--- src/rtl/dual_lane_issuer.sv ---
// Dual-lane issue source: per-lane sequenced beats that hold under stall,
// with a single mid-run flush per lane that rewinds and replays in-flight items.

module dual_lane_issuer_lane #(
    parameter int                DATA_W     = 32,
    parameter int                NUM_ITEMS  = 8,
    parameter logic [DATA_W-1:0] BASE       = '0,
    parameter int                FLUSH_AT   = 0,
    parameter int                PIPE_DEPTH = 3
) (
    input  logic              clk,
    input  logic              reset,
    input  logic              go_i,
    input  logic              stall_i,
    output logic [DATA_W-1:0] data_o,
    output logic              valid_o,
    output logic              flush_o,
    output logic [15:0]       cnt_o,
    output logic              idle_o,
    output logic              done_nxt_o
);

    typedef enum logic [1:0] {
        S_IDLE  = 2'd0,
        S_ISSUE = 2'd1,
        S_FLUSH = 2'd2,
        S_DONE  = 2'd3
    } state_t;

    localparam logic [7:0] LAST_IDX  = 8'(NUM_ITEMS - 1);
    localparam logic [7:0] FLUSH_IDX = 8'(FLUSH_AT);
    localparam bit         FLUSH_EN  = (FLUSH_AT != 0) && (FLUSH_AT < NUM_ITEMS);
    localparam logic [8:0] REWIND    = (PIPE_DEPTH > 255) ? 9'd255 : 9'(PIPE_DEPTH);

    state_t            state_q, state_d;
    logic [7:0]        seq_q, seq_d, seq_inc;
    logic [15:0]       cnt_q, cnt_d;
    logic              flushed_q, flushed_d;
    logic [DATA_W-1:0] data_q, data_d;
    logic              valid_q, valid_d;
    logic              flush_q, flush_d;

    always_comb begin
        state_d   = state_q;
        seq_d     = seq_q;
        cnt_d     = cnt_q;
        flushed_d = flushed_q;
        seq_inc   = seq_q + 8'd1;
        case (state_q)
            S_IDLE, S_DONE: begin
                if (go_i) begin
                    state_d   = S_ISSUE;
                    seq_d     = '0;
                    cnt_d     = '0;
                    flushed_d = 1'b0;
                end
            end
            S_ISSUE: begin
                if (!stall_i) begin
                    seq_d = seq_inc;
                    if (cnt_q != 16'hFFFF) cnt_d = cnt_q + 16'd1;
                    // Flush check wins over completion so the rewind still happens at the end.
                    if (FLUSH_EN && !flushed_q && (seq_inc == FLUSH_IDX)) begin
                        state_d = S_FLUSH;
                    end else if (seq_q == LAST_IDX) begin
                        state_d = S_DONE;
                    end
                end
            end
            S_FLUSH: begin
                state_d   = S_ISSUE;
                flushed_d = 1'b1;
                if ({1'b0, seq_q} >= REWIND) seq_d = seq_q - REWIND[7:0];
                else                         seq_d = '0;
            end
            default: state_d = S_IDLE;
        endcase

        valid_d = (state_d == S_ISSUE);
        flush_d = (state_d == S_FLUSH);
        data_d  = valid_d ? (BASE + DATA_W'(seq_d)) : '0;
    end

    always_ff @(posedge clk or negedge reset) begin
        if (!reset) begin
            state_q   <= S_IDLE;
            seq_q     <= '0;
            cnt_q     <= '0;
            flushed_q <= 1'b0;
            data_q    <= '0;
            valid_q   <= 1'b0;
            flush_q   <= 1'b0;
        end else begin
            state_q   <= state_d;
            seq_q     <= seq_d;
            cnt_q     <= cnt_d;
            flushed_q <= flushed_d;
            data_q    <= data_d;
            valid_q   <= valid_d;
            flush_q   <= flush_d;
        end
    end

    assign data_o     = data_q;
    assign valid_o    = valid_q;
    assign flush_o    = flush_q;
    assign cnt_o      = cnt_q;
    assign idle_o     = (state_q == S_IDLE) || (state_q == S_DONE);
    assign done_nxt_o = (state_d == S_DONE);

endmodule

module dual_lane_issuer #(
    parameter int                DATA_W     = 32,
    parameter int                NUM_ITEMS  = 8,
    parameter logic [DATA_W-1:0] BASE_1     = DATA_W'(32'h1000_0000),
    parameter logic [DATA_W-1:0] BASE_2     = DATA_W'(32'h2000_0000),
    parameter int                FLUSH_AT   = 0,
    parameter int                PIPE_DEPTH = 3
) (
    input  logic              clk,
    input  logic              reset,
    input  logic              start,
    input  logic              stall_1,
    input  logic              stall_2,
    output logic [DATA_W-1:0] pipeline1_inputs,
    output logic [DATA_W-1:0] pipeline2_inputs,
    output logic [1:0]        in_valid,
    output logic              flush_1,
    output logic              flush_2,
    output logic              done,
    output logic [15:0]       accept_cnt_1,
    output logic [15:0]       accept_cnt_2
);

    logic idle_1, idle_2, done_nxt_1, done_nxt_2, go;
    logic done_q;

    // A run may only start when neither lane is mid-sequence.
    assign go = start && idle_1 && idle_2;

    dual_lane_issuer_lane #(
        .DATA_W(DATA_W), .NUM_ITEMS(NUM_ITEMS), .BASE(BASE_1),
        .FLUSH_AT(FLUSH_AT), .PIPE_DEPTH(PIPE_DEPTH)
    ) u_lane_1 (
        .clk(clk), .reset(reset), .go_i(go), .stall_i(stall_1),
        .data_o(pipeline1_inputs), .valid_o(in_valid[0]), .flush_o(flush_1),
        .cnt_o(accept_cnt_1), .idle_o(idle_1), .done_nxt_o(done_nxt_1)
    );

    dual_lane_issuer_lane #(
        .DATA_W(DATA_W), .NUM_ITEMS(NUM_ITEMS), .BASE(BASE_2),
        .FLUSH_AT(FLUSH_AT), .PIPE_DEPTH(PIPE_DEPTH)
    ) u_lane_2 (
        .clk(clk), .reset(reset), .go_i(go), .stall_i(stall_2),
        .data_o(pipeline2_inputs), .valid_o(in_valid[1]), .flush_o(flush_2),
        .cnt_o(accept_cnt_2), .idle_o(idle_2), .done_nxt_o(done_nxt_2)
    );

    always_ff @(posedge clk or negedge reset) begin
        if (!reset) done_q <= 1'b0;
        else        done_q <= done_nxt_1 && done_nxt_2;
    end

    assign done = done_q;

endmodule

--- config.mk ---
export PLATFORM = sky130hd
export DESIGN_NAME = dual_lane_issuer
export DESIGN_NICKNAME = d
export VERILOG_FILES = /design/src/rtl/dual_lane_issuer.sv
export SDC_FILE = /design/constraint.sdc
export NUM_CORES = 1
export LEC_CHECK = 0
export CAP_MARGIN = 40
export CORE_MARGIN = 2
export CORE_UTILIZATION = 54
export CTS_BUF_LIST = sky130_fd_sc_hd__clkbuf_16
export DETAILED_ROUTE_END_ITERATION = 6
export PLACE_DENSITY = 0.86
export SETUP_SLACK_MARGIN = 0.02
export SKIP_LAST_GASP = 1
export SYNTH_ARGS = -nofsm -noshare
export SYNTH_HDL_FRONTEND = slang
export SYNTH_SLANG_ARGS = --single-unit
--- constraint.sdc ---
create_clock -name clk -period 4.16 [get_ports clk]
set_input_delay 0.832 -clock clk [delete_from_list [all_inputs] [get_ports clk]]
set_output_delay 0.832 -clock clk [all_outputs]
set_load 0.05 [all_outputs]
==> results.toml <==
[outcome]
status = "finished clean"

[cts]
path_clk_slew_ns = 0.06
postCtsHoldBufs = 0
root_buffer = "clkbuf_16"
cts_tree = "yes"
cts_buffer_depth = 2
numCtsBuffers = 9
cts.sinks = 73
post_cts_buffers = 0
post_cts_resized = 0
clk_latency_ns = 0.33
htreeDepth = 3

[detailed_routing]
post_drt_wl_per_cell_um = 14.67
firstDrtPassIters = 6
vias = 3595
wl_um = 9200
postRouteAntennaNets = 0
remaining_drc_errors = 0
dr.first_iter.drc_count = 242
via_per_inst = 5.734

[global_route]
track_usage_pct = 21.43
grt_pass1_wl_um = 15020
antenna_found_initial = 0
grt-ovfl-total = 0
grt_pass1_vias = 3295
grt_max_degree = 51

[synth]
synth_top_family_by_area = "simple AND/OR/NAND/NOR gates"
yosys.area_share.simple_pct = 23.94
ys.flop_type = "dfrtp_1"
synthMuxAreaShare_pct = 0.2299
syn_avg_cell_area_um2 = 9.245
synth_xor_area_share_pct = 4.224
synth-async-reset-ratio_pct = 100.0
syn_inst = 471
synthAdderAreaFrac_pct = 2.299
synth_edf_count = 0
synth_area_um2 = 4354
yosys_warnings = 0
yosysUniqueCellTypes = 64
synth-compound-area-share_pct = 15.32
synth_seq_area_share_pct = 41.95
ys_ff_latch = 73

[power]
leakage_nw = 2.134
seq_power_share_pct = 34.1
intPower_w = 0.001924
p_per_area_nw_per_um2 = 698.7
p_total_w = 0.003552
p_clk_share_pct = 21.3
switching_share_pct = 45.82
peakVddDrop_v = 0.0004035
p_comb_share_pct = 44.7
p_switching_w = 0.001627

[sta]
fin_crit_sh_pct = 60.81
final_max_slew_viol_count = 0
fin_worst_skew_ns = 0.005695
setup_tns_ns = 0
fin_crit_ns = 2.530
max_freq_mhz = 395.3
relSlewSlack_pct = 51.61
worst_pin_slew_ns = 0.7232
setup_viol = 0
finalHoldViolCount = 0
rsz0062_at_grt = "false"

[worst_setup_path]
startpoint_type = "flip-flop"
reg2reg_slack_ns = 1.73
max_stage_delay_ns = 0.87
r2r_cells = 7
critPathKind = "flip-flop to output port"
cp_cell_sequence = "clkdlybuf4s50_1"
rr_startpoint = "u_lane_1.state_q[1]$_DFF_PN0_"
regToRegEndpoint = "u_lane_1.cnt_o[7]$_DFFE_PN0P_"
required_ns = 3.33
cp-end-kind = "output port"
cp.arrival_ns = 1.70
crit_family = "buffers and inverters"
cp.buffers_inverters = 1
cp_slowest_cell = "clkdlybuf4s50_1"
path_max_fanout = 8

[die]
fp.dieArea_um2 = 8798
die_y_um = 93.80
core.rowCount = 32
die_w_um = 93.80
core_area_um2 = 7767
initial_core_util_pct = 56.06
num_io_pins = 106

[final_layout]
fin_nets = 533
post_layout_nonfiller_instances = 627
seq_area_um2 = 1827
area_growth_pct = 16.75
finalCoreUtilization_pct = 65.45
antennaDiodeCount = 0
stdcell_area_um2 = 5084
drive_above_1_share_pct = 6.286
multi_input_comb_area_um2 = 2176
num-fill-cells = 642

[placed_design]
dpl_cell_area_um2 = 4787
finalWeightedCongestion = 0.9196
hpwl_um = 6488
numPortBuffers = 59
placed_cells = 611

[min_path]
hp-class = "input pin to asynchronous set/reset pin"

[flow_run]
cap_violations = 0
cell families after synthesis:
kind of cell,after synthesis
AND/OR/NAND/NOR,190
AO/OA/AOI/OAI,93
buffers and inverters,84
flip-flops,73
XOR/XNOR,21
adder cells (fa/ha/maj),8
other,1
multiplexers,1
cell type report:
type                            count  area share (%)
Multi-Input combinational cell    359           42.80
Clock buffer                        9           4.430
Tap cell                          102           2.510
Sequential cell                    73           35.93
Timing Repair Buffer               60           11.67
Inverter                           17           1.255
Clock inverter                      7           1.403
power by group through the flow:
stage | registers [W] | logic, W | clock network (W)
CTS | 0.00120 | 0.00159 | 0.000768
global route | 0.00125 | 0.00170 | 0.000801
global placement | 0.00120 | 0.00154 | 0
detailed placement | 0.00121 | 0.00158 | 0
finish | 0.00121 | 0.00159 | 0.000755
floorplan | 0.00159 | 0.000782 | 0
per-stage QoR:
stage	setup WS (ns)	hold WS, ns
2_1_floorplan	1.941	0.4992
3_3_place_gp	1.420	0.5239
3_5_place_dp	1.340	0.5393
4_1_cts	1.641	0.4836
5_1_grt	1.528	0.5169
6_report	1.630	0.4698
cells in the final DEF, fill, tap and decap left out, drive strengths merged, types with 7 or more instances in the layout:
master         synthesis  routed
nand4                 16      16
clkbuf                10       9
nor2b                 16      16
nand2b                10      10
nand3                 20      20
dfrtp                 73      73
inv                   17      17
a31oi                  8       8
nor2                  34      34
conb                   1      46
xnor2                 14      14
nor4                  14      14
nor3                  11      11
ha                     8       8
nand2                 39      39
o21ai                 25      25
clkdlybuf4s50          0      58
a21oi                 20      20
xor2                   7       7
cell usage after synthesis, types with 7 or more instances:
master,n,area share (%)
a21oi_1,20,2.3
a31oi_1,8,1.1
buf_4,51,8.8
clkbuf_1,10,0.86
dfrtp_1,73,42
ha_1,8,2.3
inv_1,16,1.4
nand2_1,39,3.4
nand2b_1,9,1.3
nand3_1,18,2.1
nand4_1,16,2.3
nor2_1,34,2.9
nor2b_1,16,2.3
nor3_1,11,1.3
nor4_1,12,1.7
o21ai_0,20,2.3
xnor2_1,14,2.8
xor2_1,7,1.4
state kept, by name, indices dropped and copies added (netlist names):
| name | count |
|---|---|
| done | 1 |
| u_lane_1.state_q | 2 |
| u_lane_1.data_o | 8 |
| u_lane_1.cnt_o | 16 |
| u_lane_2.data_o | 9 |
| u_lane_2.seq_q | 8 |
| u_lane_2.state_q | 2 |
| u_lane_1.seq_q | 8 |
| u_lane_2.cnt_o | 16 |
| u_lane_1.flush_o | 1 |
| u_lane_1.valid_o | 1 |
| u_lane_2.flush_o | 1 |
layer usage:
metal | track usage, % | wire [um] | share of wire [%]
met1 | 28.62 | 3983 | 43
met2 | 33.51 | 4314 | 47
met3 | 4.013 | 674 | 7.3
met4 | 10.51 | 228 | 2.5
met5 | 0 | 0 | 0
worst max-delay path by stage:
stage	slack, ns	start	cells after the start	endpoint
6_report	1.63	u_lane_2.cnt_o[7]$_DFFE_PN0P_	1	accept_cnt_2[7]
5_1_grt	1.53	start	6	u_lane_1.cnt_o[7]$_DFFE_PN0P_
4_1_cts	1.64	u_lane_2.cnt_o[2]$_DFFE_PN0P_	1	accept_cnt_2[2]
3_5_place_dp	1.34	start	6	u_lane_1.cnt_o[7]$_DFFE_PN0P_
3_3_place_gp	1.42	start	6	u_lane_1.cnt_o[7]$_DFFE_PN0P_
2_1_floorplan	1.94	u_lane_1.cnt_o[0]$_DFFE_PN0P_	6	u_lane_1.cnt_o[7]$_DFFE_PN0P_
Power figures use the tool's default switching activity.
